===== config.mk =====
export PLATFORM = sky130hd
export DESIGN_NAME = lfsr_req_arbiter_flat
export DESIGN_NICKNAME = d
export VERILOG_FILES = /design/src/rtl/lfsr_req_arbiter_if.sv /design/src/rtl/lfsr_req_arbiter.sv /design/src/flat_wrapper.sv
export SDC_FILE = /design/constraint.sdc
export NUM_CORES = 1
export LEC_CHECK = 0
export BUFFER_PORTS_ARGS = -buffer_cell sky130_fd_sc_hd__buf_4
export CELL_PAD_IN_SITES_DETAIL_PLACEMENT = 1
export CELL_PAD_IN_SITES_GLOBAL_PLACEMENT = 1
export CORE_ASPECT_RATIO = 1.25
export CORE_UTILIZATION = 39
export CTS_BUF_LIST = sky130_fd_sc_hd__clkbuf_16
export DETAILED_ROUTE_END_ITERATION = 16
export MAX_ROUTING_LAYER = met4
export PLACE_DENSITY_LB_ADDON = 0.12
export SETUP_SLACK_MARGIN = 0.4
export SYNTH_ARGS = -nofsm -noshare
export SYNTH_HDL_FRONTEND = slang
export SYNTH_SLANG_ARGS = --single-unit
export TNS_END_PERCENT = 30

===== constraint.sdc =====
create_clock -name wb_clk_i -period 6.3 [get_ports wb_clk_i]
set_clock_uncertainty 0.05 [all_clocks]
set_input_delay 1.26 -clock wb_clk_i [delete_from_list [all_inputs] [get_ports wb_clk_i]]
set_output_delay 1.26 -clock wb_clk_i [all_outputs]
set_load 0.02 [all_outputs]

===== src/rtl/lfsr_req_arbiter_if.sv =====
// Request and generator signals of the LFSR request arbiter.
// The master side is the requesters plus the generator. The slave side is the arbiter.
interface lfsr_req_arbiter_if #(
  parameter int NREQ   = 4,
  parameter int DWIDTH = 8
);
  logic [NREQ-1:0]        req;
  logic [NREQ*DWIDTH-1:0] req_sw;
  logic [NREQ*DWIDTH-1:0] req_seq;
  logic [NREQ-1:0]        gnt;
  logic [NREQ-1:0]        done;
  logic [DWIDTH-1:0]      rsp_num;
  logic                   rsp_err;
  logic                   idle;
  logic                   gen_start;
  logic [DWIDTH-1:0]      gen_sw;
  logic [DWIDTH-1:0]      gen_seq;
  logic                   gen_busy;
  logic [DWIDTH-1:0]      gen_num;

  modport master (
    output req, req_sw, req_seq, gen_busy, gen_num,
    input  gnt, done, rsp_num, rsp_err, idle, gen_start, gen_sw, gen_seq
  );

  modport slave (
    input  req, req_sw, req_seq, gen_busy, gen_num,
    output gnt, done, rsp_num, rsp_err, idle, gen_start, gen_sw, gen_seq
  );
endinterface


===== src/rtl/lfsr_req_arbiter.sv =====
// Round-robin scheduler that shares one LFSR sequence generator between NREQ requesters.
// A watchdog aborts a service whose generator never raises or never releases busy.
module lfsr_req_arbiter #(
  parameter int NREQ    = 4,
  parameter int DWIDTH  = 8,
  parameter int TIMEOUT = 1023
) (
  input  logic              wb_clk_i,
  input  logic              wb_rst_i,
  lfsr_req_arbiter_if.slave bus
);

  localparam int IW = (NREQ > 1) ? $clog2(NREQ) : 1;
  localparam int CW = $clog2(TIMEOUT + 1);

  localparam logic [IW-1:0] LAST_INIT = IW'(NREQ - 1);
  localparam logic [CW-1:0] CNT_MAX   = CW'(TIMEOUT);
  localparam logic [CW-1:0] CNT_HIT   = CW'(TIMEOUT - 1);

  typedef enum logic [2:0] {
    S_IDLE,
    S_LAUNCH,
    S_WAIT_HI,
    S_WAIT_LO,
    S_CAPTURE,
    S_ABORT
  } state_t;

  state_t            r_state;
  logic [NREQ-1:0]   r_gnt;
  logic [NREQ-1:0]   r_done;
  logic [DWIDTH-1:0] r_rsp_num;
  logic              r_rsp_err;
  logic              r_idle;
  logic              r_gen_start;
  logic [DWIDTH-1:0] r_gen_sw;
  logic [DWIDTH-1:0] r_gen_seq;
  logic [IW-1:0]     r_last;
  logic [IW-1:0]     r_winner;
  logic [CW-1:0]     r_cnt;

  logic              w_found;
  logic              w_hi_found;
  logic [IW-1:0]     w_pick;
  logic [IW-1:0]     w_hi_pick;
  logic [NREQ-1:0]   w_onehot;
  logic [DWIDTH-1:0] w_sw;
  logic [DWIDTH-1:0] w_seq;
  logic [CW-1:0]     w_cnt_nxt;
  logic              w_cnt_hit;

  // Round-robin search: the lowest requester above r_last wins. If there is none,
  // the search wraps and the lowest asserted requester wins.
  always_comb begin
    // NOTE: every combinational output gets a default first, so no path leaves one unassigned and infers a latch.
    w_found    = 1'b0;
    w_pick     = '0;
    w_hi_found = 1'b0;
    w_hi_pick  = '0;
    for (int i = NREQ - 1; i >= 0; i--) begin
      if (bus.req[i]) begin
        w_found = 1'b1;
        w_pick  = IW'(i);
        if (IW'(i) > r_last) begin
          w_hi_found = 1'b1;
          w_hi_pick  = IW'(i);
        end
      end
    end
    if (w_hi_found) begin
      w_pick = w_hi_pick;
    end
  end

  always_comb begin
    w_onehot = '0;
    w_sw     = '0;
    w_seq    = '0;
    for (int i = 0; i < NREQ; i++) begin
      if (w_pick == IW'(i)) begin
        w_onehot[i] = 1'b1;
        w_sw        = bus.req_sw[i*DWIDTH +: DWIDTH];
        w_seq       = bus.req_seq[i*DWIDTH +: DWIDTH];
      end
    end
  end

  // The counter reaches TIMEOUT on the same edge that enters ABORT.
  assign w_cnt_nxt = (r_cnt == CNT_MAX) ? r_cnt : r_cnt + 1'b1;
  assign w_cnt_hit = (r_cnt >= CNT_HIT);

  always_ff @(posedge wb_clk_i or posedge wb_rst_i) begin
    if (wb_rst_i) begin
      r_state     <= S_IDLE;
      r_gnt       <= '0;
      r_done      <= '0;
      r_rsp_num   <= '0;
      r_rsp_err   <= 1'b0;
      r_idle      <= 1'b1;
      r_gen_start <= 1'b0;
      r_gen_sw    <= '0;
      r_gen_seq   <= '0;
      r_last      <= LAST_INIT;
      r_winner    <= '0;
      r_cnt       <= '0;
    end else begin
      // NOTE: pulse outputs default low each clock, so a single state assignment makes a one-cycle pulse.
      r_gen_start <= 1'b0;
      r_done      <= '0;
      case (r_state)
        S_IDLE: begin
          if (w_found) begin
            r_state     <= S_LAUNCH;
            r_gnt       <= w_onehot;
            r_winner    <= w_pick;
            r_gen_sw    <= w_sw;
            r_gen_seq   <= w_seq;
            r_gen_start <= 1'b1;
            r_idle      <= 1'b0;
          end
        end
        S_LAUNCH: begin
          r_cnt   <= '0;
          r_state <= S_WAIT_HI;
        end
        S_WAIT_HI: begin
          r_cnt <= w_cnt_nxt;
          if (w_cnt_hit) begin
            r_state <= S_ABORT;
          end else if (bus.gen_busy) begin
            r_state <= S_WAIT_LO;
          end
        end
        S_WAIT_LO: begin
          r_cnt <= w_cnt_nxt;
          // When busy falls on the same edge the watchdog expires, the completion wins.
          if (!bus.gen_busy) begin
            r_state <= S_CAPTURE;
          end else if (w_cnt_hit) begin
            r_state <= S_ABORT;
          end
        end
        S_CAPTURE: begin
          r_rsp_num <= bus.gen_num;
          r_rsp_err <= 1'b0;
          r_done    <= r_gnt;
          r_gnt     <= '0;
          r_last    <= r_winner;
          r_idle    <= 1'b1;
          r_state   <= S_IDLE;
        end
        S_ABORT: begin
          r_rsp_num <= '0;
          r_rsp_err <= 1'b1;
          r_done    <= r_gnt;
          r_gnt     <= '0;
          r_last    <= r_winner;
          r_idle    <= 1'b1;
          r_state   <= S_IDLE;
        end
        default: begin
          r_gnt   <= '0;
          r_idle  <= 1'b1;
          r_state <= S_IDLE;
        end
      endcase
    end
  end

  assign bus.gnt       = r_gnt;
  assign bus.done      = r_done;
  assign bus.rsp_num   = r_rsp_num;
  assign bus.rsp_err   = r_rsp_err;
  assign bus.idle      = r_idle;
  assign bus.gen_start = r_gen_start;
  assign bus.gen_sw    = r_gen_sw;
  assign bus.gen_seq   = r_gen_seq;

endmodule


===== src/flat_wrapper.sv =====
// flat-port wrapper written by rule: the top's interface ports become plain ports
module lfsr_req_arbiter_flat 
#(
  parameter int NREQ    = 4,
  parameter int DWIDTH  = 8,
  parameter int TIMEOUT = 1023
)
  (wb_clk_i, wb_rst_i, bus_req, bus_req_sw, bus_req_seq, bus_gen_busy, bus_gen_num, bus_gnt, bus_done, bus_rsp_num, bus_rsp_err, bus_idle, bus_gen_start, bus_gen_sw, bus_gen_seq);
  lfsr_req_arbiter_if #(.NREQ(NREQ), .DWIDTH(DWIDTH)) bus_i ();
  input  logic wb_clk_i;
  input  logic wb_rst_i;
  input wire logic [$bits(bus_i.req)-1:0] bus_req;
  input wire logic [$bits(bus_i.req_sw)-1:0] bus_req_sw;
  input wire logic [$bits(bus_i.req_seq)-1:0] bus_req_seq;
  input wire logic [$bits(bus_i.gen_busy)-1:0] bus_gen_busy;
  input wire logic [$bits(bus_i.gen_num)-1:0] bus_gen_num;
  output wire logic [$bits(bus_i.gnt)-1:0] bus_gnt;
  output wire logic [$bits(bus_i.done)-1:0] bus_done;
  output wire logic [$bits(bus_i.rsp_num)-1:0] bus_rsp_num;
  output wire logic [$bits(bus_i.rsp_err)-1:0] bus_rsp_err;
  output wire logic [$bits(bus_i.idle)-1:0] bus_idle;
  output wire logic [$bits(bus_i.gen_start)-1:0] bus_gen_start;
  output wire logic [$bits(bus_i.gen_sw)-1:0] bus_gen_sw;
  output wire logic [$bits(bus_i.gen_seq)-1:0] bus_gen_seq;
  assign bus_i.req = bus_req;
  assign bus_i.req_sw = bus_req_sw;
  assign bus_i.req_seq = bus_req_seq;
  assign bus_i.gen_busy = bus_gen_busy;
  assign bus_i.gen_num = bus_gen_num;
  assign bus_gnt = bus_i.gnt;
  assign bus_done = bus_i.done;
  assign bus_rsp_num = bus_i.rsp_num;
  assign bus_rsp_err = bus_i.rsp_err;
  assign bus_idle = bus_i.idle;
  assign bus_gen_start = bus_i.gen_start;
  assign bus_gen_sw = bus_i.gen_sw;
  assign bus_gen_seq = bus_i.gen_seq;
  lfsr_req_arbiter #(.NREQ(NREQ), .DWIDTH(DWIDTH), .TIMEOUT(TIMEOUT)) u_core (.wb_clk_i(wb_clk_i), .wb_rst_i(wb_rst_i), .bus(bus_i));
endmodule

==> impl_results.rst, run 1 <==
.. list-table::
   :header-rows: 1

   * - Metric
     - Value
   * - Share of Yosys cell area claimed by the top area cell type
     - 43.0%
   * - Post-Syn Instances
     - 293
   * - Boundary Pins
     - 114
   * - Sequential fraction of the synthesis area
     - 45.7%
   * - Dominant cells by area after synthesis
     - sky130_fd_sc_hd__dfrtp_1 43%, sky130_fd_sc_hd__a221o_1 5.6%, sky130_fd_sc_hd__nand2_1 4.6%, sky130_fd_sc_hd__a21oi_1 4.6%, sky130_fd_sc_hd__o31ai_1 4.5%
   * - Longest individual stage delay on the worst path
     - 660 ps
   * - GRT Util Overall
     - 24.6%
   * - Arrival time worst endpoint
     - 3660 ps
   * - Final Hold Violating Endpoints
     - 0
   * - Post-synthesis register bit count
     - 52
   * - Pwr per Cell Area
     - 433 mW/mm2
   * - Max-capacitance violation count
     - 0
   * - Count of buffer and inverter cells on the critical path
     - 2
   * - Post-synth net total
     - 374
   * - Proportion of synthesized flip-flops having asynchronous set or reset
     - 100%
   * - CP required
     - 6430 ps
   * - DR iter-0 viols
     - 90
   * - Endpoint of the worst hold-timing path
     - u_core.bus.rsp_num[4]$_DFFE_PP0N_
   * - Placed Cells
     - 479
   * - Fraction of layout instances using a drive strength above 1
     - 37.8%
   * - DIE WIDTH
     - 78.5 um
   * - Setup repair after global routing missed its margin
     - no
   * - Starting utilization of the core area
     - 40.7%
   * - Master cell of the clock root buffer
     - sky130_fd_sc_hd__clkbuf_16
   * - Cell family contributing the most delay on the critical path
     - simple AND/OR/NAND/NOR gates
   * - Placeable core area
     - 0.00702 mm2
   * - # resized after CTS
     - 0
   * - Cell depth of the worst flop-to-flop path
     - 5
   * - First-pass GRT wire length
     - 14400 um
   * - Total setup buffers inserted after CTS
     - 0
   * - Status
     - finished, final reports clean
   * - Post-synthesis cell type count
     - 49
   * - Minimum setup slack among reg-to-reg paths
     - 3660 ps
   * - Average cell area after synthesis
     - 9.74 um2
   * - Type of the most critical hold path
     - register to register
   * - Largest net degree at the start of global routing
     - 53
   * - Routed wirelength normalized by instance count
     - 18.4 um
   * - CTS tree
     - yes
   * - Post-DP HPWL
     - 6400 um
   * - Num rows
     - 34
   * - Kind of end point of the critical path
     - register
   * - Cell at the slowest stage of the critical path
     - sky130_fd_sc_hd__nand2b_1
   * - Post-synthesis instance area
     - 0.00285 mm2
   * - Utilization after layout
     - 55.5%
   * - Dominant cell by count in the synthesized netlist
     - sky130_fd_sc_hd__dfrtp_1
   * - Top cell types by occurrence after synthesis
     - 49 x sky130_fd_sc_hd__dfrtp_1, 35 x sky130_fd_sc_hd__nand2_1, 26 x sky130_fd_sc_hd__a21oi_1
   * - First-pass detailed-route iteration total
     - 4
   * - Number of buffers added by the clock tree synthesis step
     - 5
   * - Startpoint of the tightest hold check path
     - u_core.bus.rsp_num[4]$_DFFE_PP0N_
   * - Max-slew headroom
     - 39.3%
   * - Placer Congestion
     - 0.795
   * - Quantity of I/O buffers inserted on ports
     - 113
   * - Count of yosys warnings during synthesis
     - 0
   * - Cells along the critical path
     - buf_4 > nor4_1 > nor3_2 > nand2b_1 > inv_2 > o21ai_1 > a21oi_1 > a221o_1
   * - Slew of the pin with the lowest slew margin
     - 904 ps
   * - Worst-skew pair later-pin latency
     - 300 ps
   * - Most instantiated flip-flop cell in the synthesis netlist
     - sky130_fd_sc_hd__dfrtp_1
   * - Post-route worst setup slack
     - 2770 ps
   * - GR Overflow Total
     - 0
   * - Number of non-filler instances in the completed layout
     - 487
   * - Highest clock frequency the design can meet
     - 284 MHz
   * - Dpl ws
     - 2440 ps
   * - Count of endpoints failing setup in the final report
     - 0
   * - Leakage dissipation
     - 1.86 nW
   * - Die outline height
     - 97.6 um
   * - Hold bufs inserted after CTS
     - 0
   * - Classification of the worst setup path
     - input pin to register
   * - Number of buffers on the longest clock path
     - 2
   * - Critical Path Source Type
     - input pin
   * - Crit Reg-Reg Startpoint
     - u_core.r_last[0]$_DFFE_PP1N_
   * - Diodes inserted
     - 0
   * - Aggregate routed wire length
     - 8960 um
   * - Antenna-violating nets left
     - 0
   * - Area enclosed by the die boundary
     - 0.00767 mm2
   * - Post-layout nets
     - 477
   * - Number of global-route vias before repair
     - 2851
   * - H-Tree Depth
     - 2
   * - Final critical path time including I/O delays and setup
     - 3530 ps
   * - Final Max Slew Viols
     - 0
   * - Post-route setup TNS
     - 0 ps
   * - Number of remaining DRC errors
     - 0
   * - Largest voltage drop on the vdd net
     - 0.214 mV
   * - Peak fanout along the critical path
     - 20
   * - Reg2Reg Capture Point
     - u_core.bus.gen_seq[7]$_DFFE_PP0P_
   * - Clk sinks
     - 52
   * - Via Count
     - 2784
   * - Count of flip-flops with a built-in enable after synthesis
     - 0
   * - Hold path depth
     - 2
   * - Reg clk slew, reported paths
     - 70 ps
   * - Number of antenna violations at the first check in global routing
     - 0
   * - Post-synth top area cell
     - sky130_fd_sc_hd__dfrtp_1
   * - Vias per inst
     - 5.72
   * - Area added between synthesis and finish
     - 36.5%
   * - Share of the clock period used by the worst path
     - 56.0%
## stage by stage
stage / total power, mW / hold slack [ps] / area, um2
floorplan: 1.10 / 390 / 2850
global placement: 1.37 / 406 / 3740
detailed placement: 1.41 / 426 / 3740
CTS: 1.70 / 446 / 3900
global route: 1.78 / 471 / 3900
finish: 1.69 / 441 / 3900
## power breakdown
group          switching (mW)  leakage (nW)  internal [mW]  total [mW]
Clock                   0.135        0.0719          0.151       0.286
Combinational           0.479          1.12          0.356       0.835
Sequential              0.103         0.667          0.463       0.566
## registers in the layout, summed over array words and instances (netlist names), 3 cells and up
signal	cells
u_core.bus.done	4
u_core.bus.gen_seq	8
u_core.bus.gen_sw	8
u_core.bus.gnt	4
u_core.bus.rsp_num	8
u_core.r_cnt	10
u_core.r_state	3
## routing by layer
metal / up-vias / part of all wire [%] / wire, um / track usage [%]
li1: 1303 / - / - / -
met3: 17 / 5.1 / 461 / 4.69
met5: - / 0 / 0 / -
met2: 86 / 53 / 4760 / 42.7
met4: 0 / 2.0 / 180 / 7.26
met1: 1378 / 40 / 3570 / 28.3
## layout by cell type (no fill, tap or decap), types with 3 or more instances in the layout
cell                        instances
sky130_fd_sc_hd__and2_1             5
sky130_fd_sc_hd__nor2b_1            3
sky130_fd_sc_hd__dfrtp_1           49
sky130_fd_sc_hd__a21oi_1           26
sky130_fd_sc_hd__clkbuf_16          5
sky130_fd_sc_hd__xnor2_1            3
sky130_fd_sc_hd__mux2_4             7
sky130_fd_sc_hd__nand2_1           35
sky130_fd_sc_hd__o31ai_1           17
sky130_fd_sc_hd__a21o_1             3
sky130_fd_sc_hd__a221o_1           16
sky130_fd_sc_hd__nand2b_1           7
sky130_fd_sc_hd__o21ai_0           16
sky130_fd_sc_hd__nor2_1            13
sky130_fd_sc_hd__buf_4            115
sky130_fd_sc_hd__dfstp_2            3
sky130_fd_sc_hd__nor3_1             3
sky130_fd_sc_hd__nand4_1           18
sky130_fd_sc_hd__nand3_1            9
sky130_fd_sc_hd__mux2_2             8
## layout make-up
class	count	area, um2
fillers	819	3120
multi-input cells	218	1450
flip-flops and latches	52	1310
repair buffers	115	863
clock buffers	5	125
well taps	90	113
clock inverters	3	27.5
inverters	4	15.0
## how the worst max path moves through the flow
stage                    start                                end  slack, ps  cells after the start
floorplan           bus_req[2]  u_core.bus.gen_seq[5]$_DFFE_PP0P_       3510                      7
global placement    bus_req[1]   u_core.bus.gen_sw[0]$_DFFE_PP0P_       2560                      8
detailed placement  bus_req[1]   u_core.bus.gen_sw[5]$_DFFE_PP0P_       2440                      8
CTS                 bus_req[1]   u_core.bus.gen_sw[2]$_DFFE_PP0P_       2720                      8
global route        bus_req[1]   u_core.bus.gen_sw[2]$_DFFE_PP0P_       2520                      8
finish              bus_req[1]   u_core.bus.gen_sw[2]$_DFFE_PP0P_       2770                      8
## cell families (layout without fill, tap and decap cells)
group	count (synthesis)	count (layout)	synth area share, %
AOI/OAI and AO/OA	87	87	20.9
xor gates and xnor gates	4	4	1.23
adders and majority gates	2	2	0.877
buffers and inverters	23	127	3.55
DFF	52	52	45.7
muxes	17	17	7.58
and+or+nand+nor	108	108	20.1
## worst register-to-register path, stage by stage, from the launching register on
cell,delay [ps]
sky130_fd_sc_hd__dfstp_2,570
sky130_fd_sc_hd__nand2b_1,170
sky130_fd_sc_hd__a21o_1,540
sky130_fd_sc_hd__nand3_4,400
sky130_fd_sc_hd__mux2_4,440
sky130_fd_sc_hd__a221o_1,350
(Power assumes the default switching activity.)
==> inputs of run 2 (changes only) <==
- ABC_AREA: default -> 1
- CORE_UTILIZATION: 39 -> 31
- clock period: 6.3 -> 3.03 ns (I/O delays scaled with it)
==> run 2 against run 1 <==
  * Setup slack got worse by 1900 ps
  * Critical path type is now register to register
  * Sequential cell count stayed put
  * Critical path depth shrank 2
  * Combinational power increased by 140%
  * Cell area increased by 2.7%
  * Global-route usage shrank 4.5 points
  * Sequential share of layout area decreased by 0.89 points
  * Worst hold slack worse by 270 ps
  * Highest routed layer unchanged
==> impl_results.rst, run 2 <==
.. list-table::
   :header-rows: 1

   * - Metric
     - Value
   * - Die outline height
     - 110 um (+13%)
   * - Placeable core area
     - 0.00908 mm2 (+29%)
   * - Crit Reg-Reg Startpoint
     - u_core.r_state[2]$_DFFE_PP0P_
   * - Final Hold Violating Endpoints
     - 0 (unchanged)
   * - Critical Path Sink
     - u_core.r_winner[0]$_DFFE_PP0P_
   * - Met3 wire length
     - 488 um (+5.9%)
   * - Post-layout total power
     - 3.71 mW (+120%)
   * - H-Tree Depth
     - 2 (unchanged)
   * - Master cell of the clock root buffer
     - sky130_fd_sc_hd__clkbuf_16
   * - Share of the clock period used by the worst path
     - 72.6%
   * - Number of global-route vias before repair
     - 3083 (+8.1%)
   * - Fraction of power consumed by the clock network
     - 15.5% (-1.5 points)
   * - Final critical path time including I/O delays and setup
     - 2200 ps
   * - Peak fanout along the critical path
     - 25 (+25%)
   * - Cell area reported after detailed placement
     - 0.00385 mm2 (+2.8%)
   * - Post-route setup TNS
     - 0 ps (unchanged)
   * - Dominant cells by area after synthesis
     - sky130_fd_sc_hd__dfrtp_1 42%, sky130_fd_sc_hd__nand2_1 14%, sky130_fd_sc_hd__nand3_1 8.3%, sky130_fd_sc_hd__inv_1 5.8%, sky130_fd_sc_hd__nor2_1 3.8%
   * - Number of remaining DRC errors
     - 0 (unchanged)
   * - Antenna-violating nets left
     - 0 (unchanged)
   * - Leakage dissipation
     - 2.12 nW (+14%)
   * - Number of buffers added by the clock tree synthesis step
     - 5 (unchanged)
   * - Post-Syn Instances
     - 378 (+29%)
   * - Arrival time worst endpoint
     - 2310 ps (-1350 ps)
   * - Area enclosed by the die boundary
     - 0.00971 mm2 (+27%)
   * - Count of buffer and inverter cells on the critical path
     - 2 (unchanged)
   * - Area added between synthesis and finish
     - 38.6%
   * - P_sw
     - 1.71 mW (+140%)
   * - GR Overflow Total
     - 0 (unchanged)
   * - Post-layout nets
     - 570 (+19%)
   * - Flip-flop count of the largest register after layout
     - 10 (unchanged)
   * - Part of the total power dissipated in sequential elements
     - 30.7% (-2.9 points)
   * - Cell family contributing the most delay on the critical path
     - simple AND/OR/NAND/NOR gates
   * - Total internal power
     - 2.00 mW (+110%)
   * - Aggregate routed wire length
     - 8960 um (about the same)
   * - Logic pwr share
     - 53.8% (+4.3 points)
   * - Highest clock frequency the design can meet
     - 455 MHz
   * - Kind of end point of the critical path
     - register
   * - Post-synthesis instance area
     - 0.00289 mm2 (+1.2%)
   * - Setup repair after global routing missed its margin
     - no
   * - Max-capacitance violation count
     - 0 (unchanged)
   * - Dominant cell by count in the synthesized netlist
     - sky130_fd_sc_hd__nand2_1
   * - Slew of the pin with the lowest slew margin
     - 521 ps (-383 ps)
   * - Count of yosys warnings during synthesis
     - 0 (unchanged)
   * - Net switching fraction of the power
     - 46.0% (+3.5 points)
   * - Fraction of layout instances using a drive strength above 1
     - 30.6% (-7.2 points)
   * - Pwr per Cell Area
     - 926 mW/mm2 (+110%)
   * - Average cell area after synthesis
     - 7.64 um2 (-22%)
   * - Final std cell area, no fill
     - 0.00400 mm2 (+2.7%)
   * - Boundary Pins
     - 114 (unchanged)
   * - DIE WIDTH
     - 88.3 um (+12%)
   * - Cell depth of the worst flop-to-flop path
     - 6 (+1)
   * - Cell at the slowest stage of the critical path
     - sky130_fd_sc_hd__dfrtp_1
   * - Sequential fraction of the synthesis area
     - 45.2% (-0.53 points)
   * - DR iter-0 viols
     - 94 (+4.4%)
   * - Uppermost metal layer occupied by signal nets
     - met4
   * - Vias per inst
     - 4.79 (-16%)
   * - Most instantiated flip-flop cell in the synthesis netlist
     - sky130_fd_sc_hd__dfrtp_1
   * - Diodes inserted
     - 0 (unchanged)
   * - Commonest cells after routing, fill and taps aside
     - 117 x sky130_fd_sc_hd__buf_4, 111 x sky130_fd_sc_hd__nand2_1, 49 x sky130_fd_sc_hd__dfrtp_1, 48 x sky130_fd_sc_hd__nand3_1, 44 x sky130_fd_sc_hd__inv_1
   * - Clk sinks
     - 52 (unchanged)
   * - Worst-skew pair later-pin latency
     - 290 ps (about the same)
   * - Total stage count of the critical path
     - 6 (-2)
   * - Type of the most critical hold path
     - input pin to asynchronous set/reset pin
   * - Post-synth top area cell
     - sky130_fd_sc_hd__dfrtp_1
   * - Proportion of synthesized flip-flops having asynchronous set or reset
     - 100% (unchanged)
   * - Metal1 wirelength
     - 3620 um (+1.5%)
   * - Count of flip-flops with a built-in enable after synthesis
     - 0 (unchanged)
   * - Minimum setup slack among reg-to-reg paths
     - 830 ps (-2830 ps)
   * - Count of endpoints failing setup in the final report
     - 0 (unchanged)
   * - Starting utilization of the core area
     - 31.8% (-8.8 points)
   * - Met2 wire length
     - 4760 um (unchanged)
   * - GRT Util Overall
     - 20.0% (-4.5 points)
   * - Classification of the worst setup path
     - register to register
   * - Num rows
     - 39 (+15%)
   * - Largest Register
     - u_core.r_cnt
   * - Final Max Slew Viols
     - 0 (unchanged)
   * - Post-synth net total
     - 459 (+23%)
   * - Post-synthesis cell type count
     - 35 (-29%)
   * - Number of antenna violations at the first check in global routing
     - 0 (unchanged)
   * - Largest net degree at the start of global routing
     - 31 (-42%)
   * - Post-DP HPWL
     - 6840 um (+6.9%)
   * - Share of Yosys cell area claimed by the top area cell type
     - 42.5% (-0.50 points)
   * - Most common cell after layout, fill and taps aside
     - sky130_fd_sc_hd__buf_4
   * - First-pass GRT wire length
     - 14400 um (+0.67%)
   * - Routed wirelength normalized by instance count
     - 14.6 um (-21%)
   * - Status
     - finished, final reports clean
   * - Critical Path Source Type
     - register
   * - Quantity of I/O buffers inserted on ports
     - 113 (unchanged)
   * - Hold bufs inserted after CTS
     - 0 (unchanged)
   * - Number of buffers on the longest clock path
     - 2 (unchanged)
   * - Post-synthesis register bit count
     - 52 (unchanged)
   * - First-pass detailed-route iteration total
     - 4 (unchanged)
   * - Longest individual stage delay on the worst path
     - 510 ps (-150 ps)
   * - Placer Congestion
     - 0.808 (+1.7%)
   * - Top cell types by occurrence after synthesis
     - 111 x sky130_fd_sc_hd__nand2_1, 49 x sky130_fd_sc_hd__dfrtp_1, 48 x sky130_fd_sc_hd__nand3_1
   * - Cells along the critical path
     - inv_1 > nand2_1 > nor2_4 > inv_1 > nand2_1 > o21ai_0
   * - Largest voltage drop on the vdd net
     - 0.421 mV (+96%)
   * - CTS tree
     - yes
   * - Via Count
     - 2938 (+5.5%)
   * - Max-slew headroom
     - 65.2% (+26 points)
   * - Reg clk slew, reported paths
     - 80 ps (about the same)
   * - Setup crit start
     - u_core.r_state[2]$_DFFE_PP0P_
   * - CP required
     - 3140 ps (-3290 ps)
   * - Reg2Reg Capture Point
     - u_core.r_winner[0]$_DFFE_PP0P_
## run 2: changes by cell type in the layout (fill, tap and decap cells not counted), moves of 10 or more
| cell | change |
|---|---|
| sky130_fd_sc_hd__o31ai_1 | -17 |
| sky130_fd_sc_hd__nor2_1 | +16 |
| sky130_fd_sc_hd__nand4_1 | -16 |
| sky130_fd_sc_hd__o21ai_1 | +10 |
| sky130_fd_sc_hd__nand2_1 | +76 |
| sky130_fd_sc_hd__inv_1 | +42 |
| sky130_fd_sc_hd__a21oi_1 | -24 |
| sky130_fd_sc_hd__a221o_1 | -16 |
| sky130_fd_sc_hd__nand3_1 | +39 |
## run 2: power by group through the flow
stage | logic (mW) | registers (mW) | clock network [mW]
after floorplan | 1.09 | 1.35 | 0
after global placement | 1.98 | 1.15 | 0
after detailed placement | 2.03 | 1.15 | 0
final | 1.99 | 1.14 | 0.576
after CTS | 2.04 | 1.14 | 0.599
after global routing | 2.23 | 1.17 | 0.619
## run 2: logic make-up (layout without fill, tap and decap cells)
kind of cell	after synthesis	after routing	synth area share (%)
AO/OA/AOI/OAI	52	52	11.6
XOR/XNOR	4	4	1.21
adder cells (fa/ha/maj)	2	2	0.866
buffers and inverters	61	173	8.67
flip-flops	52	52	45.2
AND/OR/NAND/NOR	207	207	32.5
## run 2: per-stage QoR
step                worst slack [ps]  instances  utilization, %  hold WS (ps)
finish                           830        613            44.1           168
global route                     613        613            44.1           175
CTS                              769        613            44.1           168
detailed placement               363        605            42.4           413
global placement                 476        605            42.4           418
floorplan                       1120        378               -           399
## run 2: timing repair
item,CTS,global route
setup endpoints to repair,1,0
gates resized for setup,1,0
setup buffers,0,0
## run 2: area by class of cell
class	count	area (um2)
Fill cell	1174	5070
Multi-Input combinational cell	265	1340
Sequential cell	52	1310
Timing Repair Buffer	117	878
Inverter	48	180
Tap cell	123	154
Clock buffer	5	125
Clock inverter	3	22.5
## run 2: how the worst min path moves through the flow
stage | endpoint | slack, ps | cells after the start
after floorplan | u_core.r_winner[1]$_DFFE_PP0P_ | 400 | 2
after global placement | u_core.bus.gen_sw[3]$_DFFE_PP0P_ | 420 | 2
after detailed placement | u_core.bus.idle$_DFFE_PP1P_ | 410 | 2
after CTS | u_core.bus.gen_sw[4]$_DFFE_PP0P_ | 170 | 2
after global routing | u_core.bus.gen_sw[4]$_DFFE_PP0P_ | 180 | 2
final | u_core.bus.gen_sw[4]$_DFFE_PP0P_ | 170 | 2
## run 2: routing by layer
| layer | up-vias | track usage, % |
|---|---|---|
| li1 | 1433 | - |
| met1 | 1415 | 22.5 |
| met2 | 84 | 36.2 |
| met3 | 6 | 3.15 |
| met4 | 0 | 6.34 |
| met5 | - | - |
